### src/rtl/disp_pkg.sv
// rtl/disp_pkg.sv - shared types and constants for the display scanner
// Purpose: FSM state encoding, active-low hex segment table, blank pattern.
// Ports: none (package).
package disp_pkg;

  typedef enum logic [1:0] {
    IDLE  = 2'd0,
    LATCH = 2'd1,
    SCAN  = 2'd2
  } state_t;

  // Segment order is {g,f,e,d,c,b,a}; a 0 lights the segment.
  localparam logic [6:0] SEG_BLANK = 7'h7F;

  localparam logic [6:0] HEX_SEG [16] = '{
    7'b1000000,  // 0
    7'b1111001,  // 1
    7'b0100100,  // 2
    7'b0110000,  // 3
    7'b0011001,  // 4
    7'b0010010,  // 5
    7'b0000010,  // 6
    7'b1111000,  // 7
    7'b0000000,  // 8
    7'b0010000,  // 9
    7'b0001000,  // A
    7'b0000011,  // b
    7'b1000110,  // C
    7'b0100001,  // d
    7'b0000110,  // E
    7'b0001110   // F
  };

endpackage

### src/rtl/disp_scan_if.sv
// rtl/disp_scan_if.sv - pooled-result input and 7-segment output bundle
// Purpose: groups the enable/data inputs and display outputs of disp_scan.
// Ports:
//   start    display enable level from the controller
//   val_flat NUM_VAL pooled results, value k at [k*DATA_W +: DATA_W]
//   seg      segments {g,f,e,d,c,b,a}, active-low
//   dp       decimal point, active-low
//   an       anode enables, active-low, an[0] rightmost
//   shown    high while scanning
interface disp_scan_if #(
  parameter int DATA_W  = 8,
  parameter int NUM_VAL = 4,
  parameter int NUM_DIG = 8
);
  logic                        start;
  logic [NUM_VAL*DATA_W-1:0]   val_flat;
  logic [6:0]                  seg;
  logic                        dp;
  logic [NUM_DIG-1:0]          an;
  logic                        shown;

  modport master (output start, output val_flat,
                  input seg, input dp, input an, input shown);
  modport slave  (input start, input val_flat,
                  output seg, output dp, output an, output shown);
endinterface

### src/rtl/hex_to_seg.sv
// rtl/hex_to_seg.sv - combinational nibble to active-low 7-segment decoder
// Purpose: table lookup of one hex digit.
// Ports:
//   nib  in  4  hex digit value
//   seg  out 7  {g,f,e,d,c,b,a}, active-low
module hex_to_seg
  import disp_pkg::*;
(
  input  logic [3:0] nib,
  output logic [6:0] seg
);

  assign seg = HEX_SEG[nib];

endmodule

### src/rtl/disp_scan.sv
// rtl/disp_scan.sv - latches pooled results and multiplexes them onto a 7-segment display
// Purpose: on enable, capture NUM_VAL results once, then scan them as
//          NUM_DIG hex digits with a blank slot at the end of each digit.
// Ports:
//   clk  in  system clock
//   rst  in  asynchronous active-high reset
//   bus  slave modport of disp_scan_if (start, val_flat in; seg, dp, an, shown out)
module disp_scan
  import disp_pkg::*;
#(
  parameter int DATA_W   = 8,
  parameter int NUM_VAL  = 4,
  parameter int NUM_DIG  = 8,
  parameter int SCAN_DIV = 100000
) (
  input  logic       clk,
  input  logic       rst,
  disp_scan_if.slave bus
);

  localparam int LAT_W       = NUM_VAL * DATA_W;
  localparam int DIV_W       = $clog2(SCAN_DIV);
  localparam int DIG_W       = $clog2(NUM_DIG);
  localparam int DIG_PER_VAL = DATA_W / 4;
  localparam logic [DIV_W-1:0] DIV_LAST = DIV_W'(SCAN_DIV - 1);
  localparam logic [DIG_W-1:0] DIG_LAST = DIG_W'(NUM_DIG - 1);

  state_t             state_q, state_d;
  logic [LAT_W-1:0]   latch_q, latch_d;
  logic [DIV_W-1:0]   div_q, div_d;
  logic [DIG_W-1:0]   dig_q, dig_d;

  logic [6:0]         seg_q, seg_d;
  logic               dp_q, dp_d;
  logic [NUM_DIG-1:0] an_q, an_d;
  logic               shown_q, shown_d;

  logic [3:0]         nib_d;
  logic [6:0]         hex_seg;

  hex_to_seg u_hex (
    .nib (nib_d),
    .seg (hex_seg)
  );

  // Next-state logic.
  always_comb begin
    state_d = state_q;
    latch_d = latch_q;
    div_d   = div_q;
    dig_d   = dig_q;
    unique case (state_q)
      IDLE: begin
        if (bus.start) state_d = LATCH;
      end
      LATCH: begin
        latch_d = bus.val_flat;
        div_d   = '0;
        dig_d   = '0;
        state_d = SCAN;
      end
      SCAN: begin
        // Dropping start wins over a simultaneous div wrap; dig is
        // restarted by the next LATCH anyway.
        if (!bus.start) begin
          state_d = IDLE;
        end else if (div_q == DIV_LAST) begin
          div_d = '0;
          dig_d = (dig_q == DIG_LAST) ? '0 : dig_q + 1'b1;
        end else begin
          div_d = div_q + 1'b1;
        end
      end
      default: state_d = IDLE;
    endcase
  end

  // Outputs are decoded from the next-state values so the registered
  // outputs always describe the state/dig/div held in the same cycle.
  always_comb begin
    nib_d   = latch_d[int'(dig_d)*4 +: 4];
    an_d    = '1;
    seg_d   = SEG_BLANK;
    dp_d    = 1'b1;
    shown_d = 1'b0;
    if (state_d == SCAN) begin
      shown_d = 1'b1;
      seg_d   = hex_seg;
      // Decimal point marks the start of each value except the first.
      dp_d    = !((int'(dig_d) % DIG_PER_VAL == 0) && (dig_d != '0));
      // Last slot of each digit keeps all anodes off to avoid ghosting.
      if (div_d != DIV_LAST) an_d[dig_d] = 1'b0;
    end
  end

  always_ff @(posedge clk or posedge rst) begin
    if (rst) begin
      state_q <= IDLE;
      latch_q <= '0;
      div_q   <= '0;
      dig_q   <= '0;
      seg_q   <= SEG_BLANK;
      dp_q    <= 1'b1;
      an_q    <= '1;
      shown_q <= 1'b0;
    end else begin
      state_q <= state_d;
      latch_q <= latch_d;
      div_q   <= div_d;
      dig_q   <= dig_d;
      seg_q   <= seg_d;
      dp_q    <= dp_d;
      an_q    <= an_d;
      shown_q <= shown_d;
    end
  end

  assign bus.seg   = seg_q;
  assign bus.dp    = dp_q;
  assign bus.an    = an_q;
  assign bus.shown = shown_q;

endmodule
### src/flat_wrapper.sv
// flat-port wrapper written by rule: the top's interface ports become plain ports
module disp_scan_flat import disp_pkg::*;
#(
  parameter int DATA_W   = 8,
  parameter int NUM_VAL  = 4,
  parameter int NUM_DIG  = 8,
  parameter int SCAN_DIV = 100000
)
  (clk, rst, bus_start, bus_val_flat, bus_seg, bus_dp, bus_an, bus_shown);
  disp_scan_if #(.DATA_W(DATA_W), .NUM_VAL(NUM_VAL), .NUM_DIG(NUM_DIG)) bus_i ();
  input  logic clk;
  input  logic rst;
  input wire logic [$bits(bus_i.start)-1:0] bus_start;
  input wire logic [$bits(bus_i.val_flat)-1:0] bus_val_flat;
  output wire logic [$bits(bus_i.seg)-1:0] bus_seg;
  output wire logic [$bits(bus_i.dp)-1:0] bus_dp;
  output wire logic [$bits(bus_i.an)-1:0] bus_an;
  output wire logic [$bits(bus_i.shown)-1:0] bus_shown;
  assign bus_i.start = bus_start;
  assign bus_i.val_flat = bus_val_flat;
  assign bus_seg = bus_i.seg;
  assign bus_dp = bus_i.dp;
  assign bus_an = bus_i.an;
  assign bus_shown = bus_i.shown;
  disp_scan #(.DATA_W(DATA_W), .NUM_VAL(NUM_VAL), .NUM_DIG(NUM_DIG), .SCAN_DIV(SCAN_DIV)) u_core (.clk(clk), .rst(rst), .bus(bus_i));
endmodule
### config.mk
export PLATFORM = sky130hd
export DESIGN_NAME = disp_scan_flat
export DESIGN_NICKNAME = d
export VERILOG_FILES = /design/src/rtl/disp_pkg.sv /design/src/rtl/disp_scan_if.sv /design/src/rtl/hex_to_seg.sv /design/src/rtl/disp_scan.sv /design/src/flat_wrapper.sv
export SDC_FILE = /design/constraint.sdc
export NUM_CORES = 1
export LEC_CHECK = 0
export CAP_MARGIN = 30
export CELL_PAD_IN_SITES_DETAIL_PLACEMENT = 0
export CELL_PAD_IN_SITES_GLOBAL_PLACEMENT = 1
export CORE_MARGIN = 5
export CORE_UTILIZATION = 44
export DETAILED_ROUTE_END_ITERATION = 7
export DONT_BUFFER_PORTS = 1
export HOLD_SLACK_MARGIN = 0.03
export PLACE_DENSITY_LB_ADDON = 0.1
export RECOVER_POWER = 25
export SLEW_MARGIN = 20
export SYNTH_ARGS = -nofsm -noshare
export SYNTH_HDL_FRONTEND = slang
export SYNTH_SLANG_ARGS = --single-unit
### constraint.sdc
create_clock -name clk -period 4.5 [get_ports clk]
set_input_delay 0.9 -clock clk [delete_from_list [all_inputs] [get_ports clk]]
set_output_delay 0.9 -clock clk [all_outputs]
set_load 0.005 [all_outputs]
==> results of run 1 <==
[area by class of cell]
| type | count | area [µm²] | share of cell area, % |
|---|---|---|---|
| Clock buffer | 9 | 124 | 2.86 |
| Clock inverter | 7 | 103 | 2.37 |
| Inverter | 15 | 56.3 | 1.30 |
| Multi-Input combinational cell | 275 | 2030 | 46.8 |
| Sequential cell | 71 | 1800 | 41.5 |
| Tap cell | 108 | 135 | 3.12 |
| Timing Repair Buffer | 12 | 86.3 | 2.00 |
[power groups by stage]
stage                     combinational [mW]  sequential, mW  clock [mW]
after floorplan                        0.874           0.892           0
after global placement                  1.13           0.906           0
after detailed placement                1.12           0.915           0
after CTS                               1.12           0.903       0.611
after global routing                    1.24           0.921       0.627
final                                   1.11           0.900       0.588
[critical path, stage by stage (launching register included)]
cell and delay [ps]:
dfrtp_1 410, inv_1 80, ha_1 570, inv_1 170, nor4_2 480, a21o_1 250
nand2_4 120, inv_2 170, mux2_1 340, o2bb2ai_1 130, a211oi_1 260, buf_4 200
inv_1 70, ha_1 250, mux2_4 270, nand2_1 70, o211ai_2 90
[layer usage]
metal,track usage [%],part of all wire (%),vias to the layer above
li1,-,-,1362
met1,23.1,48,1392
met2,26.5,46,59
met3,3.76,4.3,12
met4,6.39,1.7,0
met5,0,0,-
[sequential cells by signal, summed over array words and instances (netlist names)]
register,cells
u_core.bus.dp,1
u_core.bus.seg,7
u_core.state_q,2
u_core.bus.an,8
u_core.bus.shown,1
u_core.div_q,17
u_core.latch_q,32
u_core.dig_q,3
[logic make-up after synthesis]
group                      after synthesis
AOI/OAI and AO/OA                       62
xor gates and xnor gates                17
adders and majority gates               13
buffers and inverters                   30
DFF                                     71
muxes                                   49
and+or+nand+nor                        134
[stage by stage]
step / instances / hold WS (ps) / util, % / setup slack (ps)
finish: 497 / 499 / 49.6 / 474
global route: 497 / 512 / 49.6 / 136
CTS: 497 / 502 / 49.7 / 464
detailed placement: 481 / 483 / 47.1 / 537
global placement: 481 / 483 / 47.1 / 680
floorplan: 376 / 466 / - / 639
[how the worst min path moves through the flow]
stage | from | to | slack, ps | cells past startpoint
final | u_core.latch_q[16]$_DFF_PP0_ | u_core.latch_q[16]$_DFF_PP0_ | 500 | 1
after global routing | u_core.latch_q[16]$_DFF_PP0_ | u_core.latch_q[16]$_DFF_PP0_ | 510 | 1
after CTS | u_core.latch_q[24]$_DFF_PP0_ | u_core.latch_q[24]$_DFF_PP0_ | 500 | 1
after detailed placement | u_core.latch_q[24]$_DFF_PP0_ | u_core.latch_q[24]$_DFF_PP0_ | 480 | 1
after global placement | u_core.latch_q[24]$_DFF_PP0_ | u_core.latch_q[24]$_DFF_PP0_ | 480 | 1
after floorplan | u_core.latch_q[15]$_DFF_PP0_ | u_core.latch_q[15]$_DFF_PP0_ | 470 | 1
[cells in the final DEF (no fill, tap or decap), types with 3 or more instances in the layout]
master	n
a211oi_1	5
mux2_2	37
dfrtp_1	55
mux2i_1	10
nand2_1	33
dfstp_2	16
o221ai_1	5
xnor2_1	8
xor2_1	9
nand4_1	4
nor2_1	37
o22ai_1	3
inv_1	14
buf_4	11
a21oi_1	14
a21o_1	4
o211ai_1	3
nor3_1	11
nand2b_1	5
o21ai_0	7
nand3_1	12
clkbuf_8	9
and3_1	4
ha_1	13
nor4_1	5
==> impl_metrics.yaml, run 1 <==
run_status:
  status: "finished with violations"
  violations: "capacitance limit, slew limit"
logic_synthesis:
  synth_async_sr_flop_share_pct: 100
  avgSynthCellArea_um2: 10.5
  synth_top_family_by_area: "simple AND/OR/NAND/NOR gates"
  synth_compound_area_share_pct: 11.3
  synth_area_mm2: 0.00395
  synth.distinct_cells: 65
  synth_xor_area_share_pct: 3.77
  yosys-top-cells-count: "dfrtp_1 (55), mux2_2 (37), nor2_1 (37), nand2_1 (33), dfstp_2 (16)"
  synth_top_area_share_pct: 34.9
  yosysWarnings: 0
  synth_top_area_cell: "dfrtp_1"
  synth_area_leaders: "dfrtp_1 (35%), dfstp_2 (11%), mux2_2 (11%), ha_1 (4.1%), nor2_1 (3.5%)"
  ys_seq_elements: 71
  synthMuxAreaShare_pct: 13.8
  synth_edf_count: 0
  synth-seq-area-share_pct: 45.5
  netlist_instances: 376
  yosysMostFrequentCell: "dfrtp_1"
  ys.flop_type: "dfrtp_1"
  synth_simple_gate_area_share_pct: 18.4
  synthAdderAreaFrac_pct: 4.12
  syn_nets: 424
finish:
  diodes: 0
  fillerInstances: 813
  area_delta_synth_final_pct: 9.64
  layout.nets: 432
  design_area_mm2: 0.00433
  drive_gt1_share_pct: 25.7
clock_network:
  hold_buffers: 0
  cts_tree: "yes"
  cts_setup_buffers: 0
  cts_resized: 0
  clkSlewWorstSetupHoldPaths_ps: 80
  htreeDepth: 3
  clkSinkCount: 71
  clk_latency_ps: 350
  cts-buffers-inserted: 9
  clockBufferDepth: 2
  ctsRootBufferMaster: "clkbuf_8"
pwr:
  ir_drop_v: 0.000257
  switching_power_uw: 961
  p_int_mw: 1.64
  power_frac_seq_pct: 34.6
  total_power_mw: 2.60
  power_frac_clock_pct: 22.6
  power.density_mw_per_mm2: 600
  leakage_nw: 1.76
  p_sw_share_pct: 37.0
  combPwrFrac_pct: 42.7
global_routing:
  grt_max_degree: 39
  grt_pass1_wl_um: 15000
  gr-total-overflow: 0
  antenna_found_initial: 0
  grt_pass1_vias: 2840
  grt_usage_pct: 16.9
worst_setup_path:
  cp.arrival_ps: 4300
  r2r_cells: 16
  timing.rr.end: "u_core.bus.seg[3]$_DFF_PP1_"
  r2r_setup_slack_ps: 470
  crit_end: "u_core.bus.seg[3]$_DFF_PP1_"
  r2r_start: "u_core.state_q[0]$_DFF_PP0_"
  path_max_fanout: 14
  cp.required_ps: 4770
  crit_start: "u_core.state_q[0]$_DFF_PP0_"
  end_kind: "register"
  crit_type: "register to register"
  startpoint_type: "register"
floorplan:
  num_rows: 34
  die_area_mm2: 0.0110
  die_x_um: 105
  start_util_pct: 45.3
  ioPinCount: 52
  die-height_um: 105
  core-area_mm2: 0.00872
routing:
  ant_nets: 0
  first_iter_violations: 119
  dr.pass1.iters: 4
  vias_per_cell: 5.68
  drc: 0
  wl_per_cell_um: 18.1
  wl_um: 8980
  dr_total_vias: 2825
worst_hold_path:
  min_path_type: "register to register"
sta:
  hold_viol: 0
  worstMarginPinSlew_ps: 2040
  final.setup_skew_ps: 7.48
  setup_viol: 0
  drv_slew: 39
  fmax_ghz: 0.248
  timing.final.crit_share_pct: 89.5
  relSlewSlack_pct: -36.3
  rsz0062_at_grt: "no"
  post-route-min-period_ps: 4030
  tns_ps: 0
place:
  placed_cell_area_mm2: 0.00410
  dp_hpwl_um: 6670
  port_buffers: 0
  gp_congestion: 0.827
run:
  maxCapViolations: 1
No activity file was read; power rests on OpenSTA's default activity.
==> inputs of run 2 (changes only) <==
- CAP_MARGIN: 30 -> 5
==> results of run 2 <==
The final DEF is identical to that of run 1; final timing and power are the same.
==> RTL change 1, RTL diff (settings of run 1) <==
Make the reset (`rst`) synchronous in one clocked block. Comments in the files are not updated.
--- a/src/rtl/disp_scan.sv
+++ b/src/rtl/disp_scan.sv
@@ -94,5 +94,5 @@
   end
 
-  always_ff @(posedge clk or posedge rst) begin
+  always_ff @(posedge clk) begin
     if (rst) begin
       state_q <= IDLE;
Check against the original RTL: differs if rst is asserted again (counterexample within 4 cycles, from zero or initial values and one cycle with rst high); with rst held inactive, the same outputs for 10 cycles.
==> RTL change 1 against run 1 <==
Routed wire length down 7.4%; global-route usage up 0.13 points; non-clock buffer count down 7; synthesized cell count up 6.1%; first-iteration DRC count up 15%; via count down 1.6%; design area down 6.2%; sequential share of layout area down 6.5 points; setup slack better by 280 ps; fmax up 7.5%; area after synthesis down 4.3%; sequential cell count unchanged; critical path type unchanged; critical endpoint is now u_core.bus.seg[3]$_SDFF_PP1_; highest routed layer unchanged.
Power is not compared: it rests on default switching activity, and its combinational part moved more than twofold at a synthesized area within 25%.
==> RTL change 1: results <==
[synth]
async_flop_share_pct = 0
synth_cell_types = 64
ys_top_cells_by_count = 75 x nor2_1, 71 x dfxtp_1, 38 x mux2i_1, 28 x nand2_1, 15 x nand3_1
synth_nets = 445
avgSynthCellArea_um2 = 9.461
ys.flop_type = dfxtp_1

[global_route]
grt_pass1_wl_um = 14050
grt_max_degree = 44
track_usage_pct = 17.08
grt_pass1_vias = 2805

[place]
hpwl_um = 6096
post-place-cells = 488
place_ws_ps = 548.9
gp_congestion = 0.8648

[setup_path]
critPathMaxStageDelay_ps = 440
arrival_ps = 3950
cp.required_ps = 4710
slowest_stage = dfxtp_1
rrSetupSlack_ps = 750
rr_startpoint = u_core.div_q[0]$_SDFF_PP0_

[finish]
layout-drive-gt1-share_pct = 10.05
fin_nets = 440
stdcell_count = 503

[sta]
max_slew_margin_pct = 40.35
maxSlewViolCount = 0

[floorplanning]
rows = 33

[routing]
drt_wl_total_um = 8319

[hold_path]
worstHoldStart = u_core.latch_q[29]$_SDFF_PP0_

[outcome]
status = completed
==> RTL change 1: cell types whose count changed after synthesis, sizes merged, moves of 5 or more <==
cell    delta
a21oi      -8
buf        +5
dfrtp     -55
dfstp     -16
dfxtp     +71
inv        -5
mux2      -36
mux2i     +28
mux4      +10
nand2b     -5
nor2      +38
==> RTL change 1: how the worst max path moves through the flow <==
stage,start,depth (start not counted),end
global placement,bus_start,13,u_core.bus.seg[3]$_SDFF_PP1_
floorplan,bus_start,15,u_core.bus.seg[3]$_SDFF_PP1_
global route,u_core.div_q[0]$_SDFF_PP0_,14,u_core.bus.seg[3]$_SDFF_PP1_
detailed placement,bus_start,13,u_core.bus.seg[3]$_SDFF_PP1_
finish,u_core.div_q[0]$_SDFF_PP0_,14,u_core.bus.seg[3]$_SDFF_PP1_
CTS,u_core.div_q[0]$_SDFF_PP0_,14,u_core.bus.seg[3]$_SDFF_PP1_
==> RTL change 1: layer usage <==
layer	vias to the layer above	part of all wire [%]	global-route usage [%]
met3	11	7.3	5.616
met4	0	1.7	6.862
met2	52	42	23.98
met5	-	0	0
li1	1410	-	-
met1	1307	49	24.06
==> RTL change 1: cell families after synthesis <==
family	after synthesis	share of synthesized area, %
compound gates	52	10.57
xor+xnor	14	3.248
fa+ha+maj	11	3.646
buf+inv	31	3.878
flops	71	37.65
mux	51	17.93
simple gates	169	23.07
==> RTL change 1: cell type report <==
cell class,count,area [µm²]
Timing Repair Buffer,5,50.05
Sequential cell,71,1421
Clock buffer,9,123.9
Clock inverter,6,86.33
Fill cell,812,4242
Inverter,10,37.54
Tap cell,105,131.4
Multi-Input combinational cell,297,2207
==> RTL change 1: worst min-delay path: stages (launching register included) <==
cell and delay [ps]:
dfxtp_1 320, mux2i_1 60, nor2_1 70
==> RTL change 1: report_power, final <==
part	leakage [nW]	internal [W]	switching, W
Sequential	0.577	0.000661	0.0000165
Clock	0.105	0.000308	0.000239
Combinational	0.824	0.000106	0.000127
==> RTL change 1: per-stage QoR <==
step,instance area [µm²],hold slack [ps],power [W]
3_5_place_dp,3850,471.1,0.0009257
6_report,4058,487.1,0.001456
4_1_cts,4060,491.5,0.001478
5_1_grt,4058,530.1,0.001537
3_3_place_gp,3850,465.9,0.0009222
2_1_floorplan,3775,449.6,0.0008861
==> RTL change 2, RTL diff (flow settings as in run 1) <==
Made on the original files. `SCAN_DIV` is set to 100000 in 2 places; all go to 50000.
--- a/src/rtl/disp_scan.sv
+++ b/src/rtl/disp_scan.sv
@@ -12,5 +12,5 @@
   parameter int NUM_VAL  = 4,
   parameter int NUM_DIG  = 8,
-  parameter int SCAN_DIV = 100000
+  parameter int SCAN_DIV = 50000
 ) (
   input  logic       clk,
--- a/src/flat_wrapper.sv
+++ b/src/flat_wrapper.sv
@@ -5,5 +5,5 @@
   parameter int NUM_VAL  = 4,
   parameter int NUM_DIG  = 8,
-  parameter int SCAN_DIV = 100000
+  parameter int SCAN_DIV = 50000
 )
   (clk, rst, bus_start, bus_val_flat, bus_seg, bus_dp, bus_an, bus_shown);
Check against the original RTL: same outputs for any inputs over 10 cycles, from zero or initial values and one cycle with rst high; that may be too few to reach the edited logic, so the function may still have changed.
==> RTL change 2 against run 1 <==
Fmax rose by 6.8%; total power down 8.2%; area after synthesis shrank 3.9%; final cell count fell by 3.8%; design area decreased by 5.6%; setup slack better by 250 ps; global-route usage up 0.15 points; routed wire length fell by 7.7%; sequential power fell by 1%; sequential cell count is 1 lower; critical endpoint unchanged.
==> RTL change 2: results <==
[sta]
min_period_ps = 3771
max_slew_margin_pct = 16.37
skew_ps = 11.43

[global_route]
grt_pass1_vias = 2649
grt_max_degree = 44
track_usage_pct = 17.10
use_met3_pct = 3.451
use_met1_pct = 23.83
grt_pass1_wl_um = 13960
gr-usage-met2_pct = 25.67

[routing]
drt-initial-drc-count = 111
met2_wirelength_um = 3815
via_per_inst = 5.621
wl_met1_um = 3843
dr_wl_met3_um = 417
dr.pass1.iters = 4
wire_per_inst_um = 17.34

[setup_path]
crit_fanout = 15
arrival_ps = 4040
cp_top_family = simple AND/OR/NAND/NOR gates
ff2ff_path_depth = 18
path_class = flip-flop to flip-flop
critPathMaxStageDelay_ps = 480
rrSetupSlack_ps = 730

[finish]
area_growth_pct = 7.690
antenna_cells = 0
fin_nets = 416
seq_cells = 70
largest_reg_flops = 32
regMostFlops = u_core.latch_q
buf_share_pct = 1.563
multi_input_area_mm2 = 0.001853
layout-drive-gt1-share_pct = 22.52
regArea_mm2 = 0.001772
n_all_buffers = 9
fillers = 792
clkCellAreaFrac_pct = 5.057
multi_input_gates = 263
n_clock_buffer = 10

[hold_path]
hold_path_end = u_core.latch_q[26]$_DFF_PP0_
worstHoldStart = u_core.latch_q[26]$_DFF_PP0_
hold_path_depth = 1

[clock_network]
clock_path_buffers = 2
cts_setup_buffers = 0
cts_buffers = 9

[outcome]
status = completed

[pwr]
p_int_w = 0.001514
power_frac_comb_pct = 40.4
seq_power_share_pct = 37.3
power.density_mw_per_mm2 = 583.5
p_leak_nw = 1.682
vdd_drop_max_mv = 0.1951

[place]
hpwl_um = 6032
gp_congestion = 0.8269
place_ws_ps = 686.1
placed_area_mm2 = 0.003872

[synth]
ys_top_cells_by_area = dfrtp_1 36%, dfstp_2 11%, mux2_2 10%
synth_seq_area_share_pct = 46.73
ys_top_cells_by_count = 54 x dfrtp_1, 42 x nor2_1, 34 x mux2_2, 30 x nand2_1, 17 x nor4_1
synth_cell_types = 57
## RTL change 2: cell count changes after synthesis, sizes merged, moves of 5 or more
cell and change:
a211oi -5, nor4 +11, mux2 -5, a31oi +7, mux2i -6, buf +6
a21oi -8
## RTL change 2: logic make-up (layout without fill, tap and decap cells)
family | Yosys count | after routing | synth area share [%]
compound gates | 51 | 51 | 9.406
xor+xnor | 14 | 14 | 3.234
fa+ha+maj | 13 | 13 | 4.291
buf+inv | 36 | 40 | 4.554
flops | 70 | 70 | 46.73
mux | 38 | 38 | 11.16
simple gates | 147 | 147 | 20.63
## RTL change 2: through the flow
stage	cells	hold WS (ps)	total power, W	utilization, %
2_1_floorplan	369	465.8	0.001642	-
3_3_place_gp	461	481.3	0.001877	46.66
4_1_cts	477	506.1	0.002419	49.15
5_1_grt	478	512.5	0.002560	49.19
6_report	478	500.5	0.002382	49.19
3_5_place_dp	461	486.7	0.001876	46.66
